File: config.mk
export PLATFORM = sky130hd
export DESIGN_NAME = endp_reg_bank
export DESIGN_NICKNAME = d
export VERILOG_FILES = /design/src/rtl/endp_reg_bank.sv
export SDC_FILE = /design/constraint.sdc
export NUM_CORES = 1
export LEC_CHECK = 0
export ABC_AREA = 0
export CAP_MARGIN = 0
export CORE_MARGIN = 8
export CORE_UTILIZATION = 50
export DETAILED_ROUTE_END_ITERATION = 6
export PLACE_DENSITY_LB_ADDON = 0.12
export SETUP_SLACK_MARGIN = 0.2
export SLEW_MARGIN = 0
export SYNTH_ARGS = -nofsm -noshare
export SYNTH_HDL_FRONTEND = slang
export SYNTH_SLANG_ARGS = --single-unit
export TNS_END_PERCENT = 30
File: constraint.sdc
create_clock -name clk -period 2.85 [get_ports clk]
set_input_delay 0.7125 -clock clk [delete_from_list [all_inputs] [get_ports clk]]
set_output_delay 0.7125 -clock clk [all_outputs]
set_load 0.005 [all_outputs]
File: src/rtl/endp_reg_bank.sv
// Bank of CHANNELS left/right WIDTH-bit register pairs with set/xor/swap/clear-all ops.
// Optional ENDP_REG_BANK_PARITY_EN adds ltor_par and odd-parity SETB error reporting.
module endp_reg_bank #(
    parameter int unsigned WIDTH    = 8,
    parameter int unsigned CHANNELS = 4,
    localparam int unsigned CH_W    = (CHANNELS > 1) ? $clog2(CHANNELS) : 1
) (
    input  logic                      clk,
    input  logic                      reset,
    input  logic                      in_valid,
    output logic                      in_ready,
    input  logic [2:0]                inst,
    input  logic [CH_W-1:0]           ch,
    input  logic [WIDTH-1:0]          din,
    output logic [CHANNELS*WIDTH-1:0] q_l,
    output logic [CHANNELS*WIDTH-1:0] q_r,
    input  logic [CH_W-1:0]           rd_ch,
    output logic [WIDTH-1:0]          ltor_xor,
    output logic                      chg_valid,
    output logic [CH_W-1:0]           chg_ch,
    output logic                      err,
    output logic                      busy
`ifdef ENDP_REG_BANK_PARITY_EN
    ,
    output logic                      ltor_par
`endif
);

    localparam logic [2:0] OP_NOP    = 3'b000;
    localparam logic [2:0] OP_SETL   = 3'b001;
    localparam logic [2:0] OP_SETR   = 3'b010;
    localparam logic [2:0] OP_SETB   = 3'b011;
    localparam logic [2:0] OP_XORL   = 3'b100;
    localparam logic [2:0] OP_XORR   = 3'b101;
    localparam logic [2:0] OP_SWAP   = 3'b110;
    localparam logic [2:0] OP_CLRALL = 3'b111;

    typedef enum logic {IDLE = 1'b0, SWEEP = 1'b1} state_t;

    state_t            state_q, state_d;
    logic [CH_W-1:0]   idx_q, idx_d;
    logic [WIDTH-1:0]  l_q [CHANNELS];
    logic [WIDTH-1:0]  l_d [CHANNELS];
    logic [WIDTH-1:0]  r_q [CHANNELS];
    logic [WIDTH-1:0]  r_d [CHANNELS];
    logic [WIDTH-1:0]  ltor_xor_q, ltor_xor_d;
    logic              chg_valid_q, chg_valid_d;
    logic [CH_W-1:0]   chg_ch_q, chg_ch_d;
    logic              err_q, err_d;
    logic [WIDTH-1:0]  nl, nr;
    logic              ch_ok;

    assign ch_ok = 32'(ch) < CHANNELS;

    // Next-state: instruction decode in IDLE, one channel cleared per cycle in SWEEP.
    always_comb begin
        state_d     = state_q;
        idx_d       = idx_q;
        l_d         = l_q;
        r_d         = r_q;
        chg_valid_d = 1'b0;
        chg_ch_d    = chg_ch_q;
        err_d       = 1'b0;
        nl          = '0;
        nr          = '0;
        ltor_xor_d  = '0;

        for (int k = 0; k < int'(CHANNELS); k++) begin
            if (rd_ch == CH_W'(k)) ltor_xor_d = l_q[k] ^ r_q[k];
        end

        case (state_q)
            IDLE: begin
                if (in_valid) begin
                    if (inst == OP_CLRALL) begin
                        state_d = SWEEP;
                        idx_d   = '0;
                    end else if (inst != OP_NOP) begin
                        if (!ch_ok) err_d = 1'b1;
                        for (int k = 0; k < int'(CHANNELS); k++) begin
                            if (ch_ok && ch == CH_W'(k)) begin
                                nl = l_q[k];
                                nr = r_q[k];
                                case (inst)
                                    OP_SETL: nl = din;
                                    OP_SETR: nr = din;
                                    OP_SETB: begin nl = din; nr = din; end
                                    OP_XORL: nl = l_q[k] ^ din;
                                    OP_XORR: nr = r_q[k] ^ din;
                                    OP_SWAP: begin nl = r_q[k]; nr = l_q[k]; end
                                    default: ;
                                endcase
                                l_d[k]      = nl;
                                r_d[k]      = nr;
                                chg_valid_d = (nl ^ nr) != (l_q[k] ^ r_q[k]);
                                chg_ch_d    = ch;
                            end
                        end
`ifdef ENDP_REG_BANK_PARITY_EN
                        if (inst == OP_SETB && (^din)) err_d = 1'b1;
`endif
                    end
                end
            end
            SWEEP: begin
                for (int k = 0; k < int'(CHANNELS); k++) begin
                    if (idx_q == CH_W'(k)) begin
                        chg_valid_d = (l_q[k] ^ r_q[k]) != '0;
                        chg_ch_d    = idx_q;
                        l_d[k]      = '0;
                        r_d[k]      = '0;
                    end
                end
                if (32'(idx_q) == CHANNELS - 1) begin
                    state_d = IDLE;
                    idx_d   = '0;
                end else begin
                    idx_d = idx_q + CH_W'(1);
                end
            end
        endcase
    end

    always_ff @(posedge clk or negedge reset) begin
        if (!reset) begin
            state_q     <= IDLE;
            idx_q       <= '0;
            ltor_xor_q  <= '0;
            chg_valid_q <= 1'b0;
            chg_ch_q    <= '0;
            err_q       <= 1'b0;
            for (int k = 0; k < int'(CHANNELS); k++) begin
                l_q[k] <= '0;
                r_q[k] <= '0;
            end
        end else begin
            state_q     <= state_d;
            idx_q       <= idx_d;
            ltor_xor_q  <= ltor_xor_d;
            chg_valid_q <= chg_valid_d;
            chg_ch_q    <= chg_ch_d;
            err_q       <= err_d;
            l_q         <= l_d;
            r_q         <= r_d;
        end
    end

`ifdef ENDP_REG_BANK_PARITY_EN
    logic ltor_par_q;
    always_ff @(posedge clk or negedge reset) begin
        if (!reset) ltor_par_q <= 1'b0;
        else        ltor_par_q <= ^ltor_xor_d;
    end
    assign ltor_par = ltor_par_q;
`endif

    always_comb begin
        q_l = '0;
        q_r = '0;
        for (int k = 0; k < int'(CHANNELS); k++) begin
            q_l[k*WIDTH +: WIDTH] = l_q[k];
            q_r[k*WIDTH +: WIDTH] = r_q[k];
        end
    end

    assign in_ready  = (state_q == IDLE);
    assign busy      = (state_q == SWEEP);
    assign ltor_xor  = ltor_xor_q;
    assign chg_valid = chg_valid_q;
    assign chg_ch    = chg_ch_q;
    assign err       = err_q;

endmodule

==> impl_metrics.json <==
{
  "run_status": "complete, no violations",
  "fp-row-count": 47,
  "sw_frac_of_total": 0.484,
  "ir_drop_mv": 0.587,
  "cts_sinks": 78,
  "ant_nets": 0,
  "stdcell_count": 1571,
  "fmax_mhz": 377,
  "dpl.cell_count": 1552,
  "path_buf_inv": 3,
  "critPathLaunchType": "primary input",
  "cts_tree": "built",
  "dr_wl_met2_um": 16800,
  "min_period_over_period": 0.931,
  "grt_pass1_vias": 9375,
  "regToRegSetupSlack_ns": 0.27,
  "worst_pin_slew_ns": 0.683,
  "fin_crit_ns": 2.65,
  "die_x_um": 146,
  "postCtsHoldBufs": 0,
  "grt_pass1_wl_um": 57400,
  "drt-total-wl_um": 37700,
  "netlist.area_leader.share": 0.230,
  "fp.dieH_um": 146,
  "fin_total_pwr_mw": 9.93,
  "whs_ns": 0.287,
  "rr_worst_depth": 7,
  "die_area_mm2": 0.0214,
  "reg2reg_to": "chg_valid$_DFF_PN0_",
  "cp_top_family": "simple AND/OR/NAND/NOR gates",
  "drt-met1-wl_um": 15100,
  "slew_headroom": 0.542,
  "via_per_inst": 6.51,
  "wl_met3_um": 4130,
  "ios": 96,
  "cts.clk_slew.worst_paths_ns": 0.07,
  "netlist_area_mm2": 0.00849,
  "path_depth": 9,
  "first_iter_violations": 1394,
  "cts_max_level": 3,
  "synth-main-ff-cell": "dfrtp_1",
  "initial_core_util": 0.512,
  "hold_class": "in -> async",
  "dp_hpwl_um": 28600,
  "overflow": 0,
  "crit_end": "chg_valid$_DFF_PN0_",
  "tns_ns": 0,
  "synthCells": 1196,
  "synth_fp_nets": 1222,
  "async_reset_ff_frac": 1.00,
  "r2r_start": "q_r[5]$_DFFE_PN0P_",
  "grt_use_total": 0.342,
  "syn2layout_area_growth_pct": 29.8,
  "power_frac_seq": 0.274,
  "synth_area_leaders": "dfrtp_1, nor2_1, a21oi_1",
  "critPathMaxStageDelay_ns": 0.52,
  "setup_viol": 0,
  "crit_fanout": 8,
  "dpl_cell_area_mm2": 0.0106,
  "place_ws_ns": -0.623,
  "arrival_ns": 2.89,
  "via_count": 10230,
  "root_buffer": "clkbuf_16",
  "place.port_buffers": 94,
  "yosysTopAreaCell": "dfrtp_1",
  "yosysSeqAreaShare": 0.230,
  "routabilityCongestion": 0.991,
  "dr.pass1.iters": 6,
  "worstSkewPairLatency_ns": 0.36,
  "wl_per_cell_um": 24.0,
  "antenna_found_initial": 0,
  "maxCapViolCount": 0,
  "core_mm2": 0.0166,
  "nets": 1372,
  "top_layer": "met4",
  "critPathRequiredTime_ns": 3.09,
  "ys.warnings.count": 0,
  "synth.distinct_cells": 72,
  "ys_seq_elements": 78,
  "drive_gt1_frac": 0.198,
  "power.leakage_nw": 4.71,
  "diodes": 0,
  "layout_setup_ws_ns": 0.198,
  "drcViolationCount": 0,
  "cts-buffers-inserted": 9,
  "comb_power_share": 0.607,
  "syn-mean-instance-area_um2": 7.10,
  "final_core_util": 0.664,
  "skew_ns": 0.00833,
  "powerDensity_mw_per_mm2": 901,
  "clockPowerShare": 0.119,
  "maxSlewViolCount": 0,
  "fin_area_mm2": 0.0110,
  "p_int_mw": 5.13,
  "synth-edff-count": 0,
  "nFillCells": 1493,
  "cpMaxStageDelayCell": "or4_4",
  "rsz0062_at_grt": "true",
  "power_switching_mw": 4.80,
  "cp-startpoint": "inst[0]",
  "grt_start_max_net_pins": 48,
  "hold_viol_final": 0,
  "path_common_cell": "or4_4",
  "end_kind": "flip-flop",
  "critPathKind": "in -> reg",
  "clockBufferDepth": 2,
  "crit_chain": "buf_6, buf_8, inv_4, o311a_1, a311o_1, or4_4, or4_4, o311ai_4, o31ai_1"
}
## worst reg2reg max path, cell delays in order (launching register included)
cell      delay [ns]
dfrtp_2         0.49
o22ai_1         0.13
o311a_1         0.34
a311o_1         0.36
or4_4           0.53
or4_4           0.45
o311ai_4        0.08
o31ai_1         0.11
## placed cells by master, fill, tap and decap left out, types with 16 or more instances in the layout
master | Yosys | final
a21oi_1 | 95 | 94
a22o_1 | 25 | 25
a32o_1 | 19 | 19
a32oi_1 | 17 | 16
buf_4 | 9 | 183
clkdlybuf4s50_1 | 0 | 80
dfrtp_1 | 78 | 74
inv_1 | 25 | 21
mux2i_1 | 18 | 18
nand2_1 | 118 | 118
nand3_1 | 18 | 18
nor2_1 | 161 | 160
nor2b_1 | 22 | 22
nor3_1 | 32 | 32
o21ai_0 | 84 | 84
o21bai_1 | 25 | 25
o221ai_1 | 17 | 17
o22ai_1 | 42 | 42
o31ai_1 | 26 | 26
xnor2_1 | 39 | 38
xor2_1 | 32 | 31
## worst min path at each step
stage	start	end	cells after the start
floorplan	reset	busy$_DFF_PN0_	0
global placement	chg_ch[1]$_DFFE_PN0P_	chg_ch[1]$_DFFE_PN0P_	2
detailed placement	chg_ch[1]$_DFFE_PN0P_	chg_ch[1]$_DFFE_PN0P_	2
finish	reset	q_l[2]$_DFFE_PN0P_	1
CTS	reset	q_l[2]$_DFFE_PN0P_	1
global route	reset	q_r[2]$_DFFE_PN0P_	1
## synthesized netlist by cell type, drive strengths merged, types with 5 or more instances
master,number
nor2,161
nand2,118
a21oi,96
clkbuf,87
o21ai,85
dfrtp,78
buf,65
o22ai,42
xnor2,39
nor3,34
xor2,32
inv,28
o31ai,26
a22o,25
o21bai,25
nor2b,22
a32o,19
mux2i,18
nand3,18
a32oi,17
o221ai,17
nand2b,13
o211ai,11
a22oi,10
ha,8
a21o,7
a31oi,7
o221a,7
o21a,6
o22a,6
and3b,5
## timing repair
action	in CTS	in global routing
pin swaps	7	8
endpoints found under the hold margin	0	0
setup endpoints to repair	1	1
resized for setup	26	35
buffers inserted	2	1
## power by group through the flow
stage               Sequential, mW  Clock, mW  Combinational (mW)
floorplan                     1.94          0                3.73
global placement              2.66          0                5.73
detailed placement            2.67          0                5.78
CTS                           2.65       1.18                5.86
global route                  2.78       1.23                6.45
finish                        2.72       1.18                6.03
## sequential cells by signal (all words and copies together) (netlist names)
name       cells
ltor_xor       8
q_r           32
chg_ch         2
chg_valid      1
q_l           32
idx_q          2
busy           1
## cell families (layout without fill, tap and decap cells)
kind of cell / after synthesis / count (layout) / synth area share
AOI/OAI and AO/OA: 440 / 440 / 0.354
xor gates and xnor gates: 71 / 71 / 0.0733
adders and majority gates: 8 / 8 / 0.0118
buffers and inverters: 180 / 335 / 0.0945
DFF: 78 / 78 / 0.230
muxes: 22 / 22 / 0.0279
other: 1 / 1 / 0.000442
and+or+nand+nor: 396 / 396 / 0.208
## cell type report
| cell class | instances | area, um^2 | area share |
|---|---|---|---|
| sequential | 78 | 1960 | 0.178 |
| clock buffer | 11 | 253 | 0.0229 |
| clock inverter | 5 | 42.5 | 0.00386 |
| multi-input combinational | 938 | 5830 | 0.529 |
| tap | 220 | 275 | 0.0250 |
| timing repair buffer | 291 | 2540 | 0.231 |
| inverter | 28 | 114 | 0.0103 |
## metal layers
layer	vias up	global-route usage
met5	-	0
met4	0	0.145
met3	124	0.0810
met2	718	0.534
met1	4758	0.443
li1	4630	-
(Power assumes the default switching activity.)
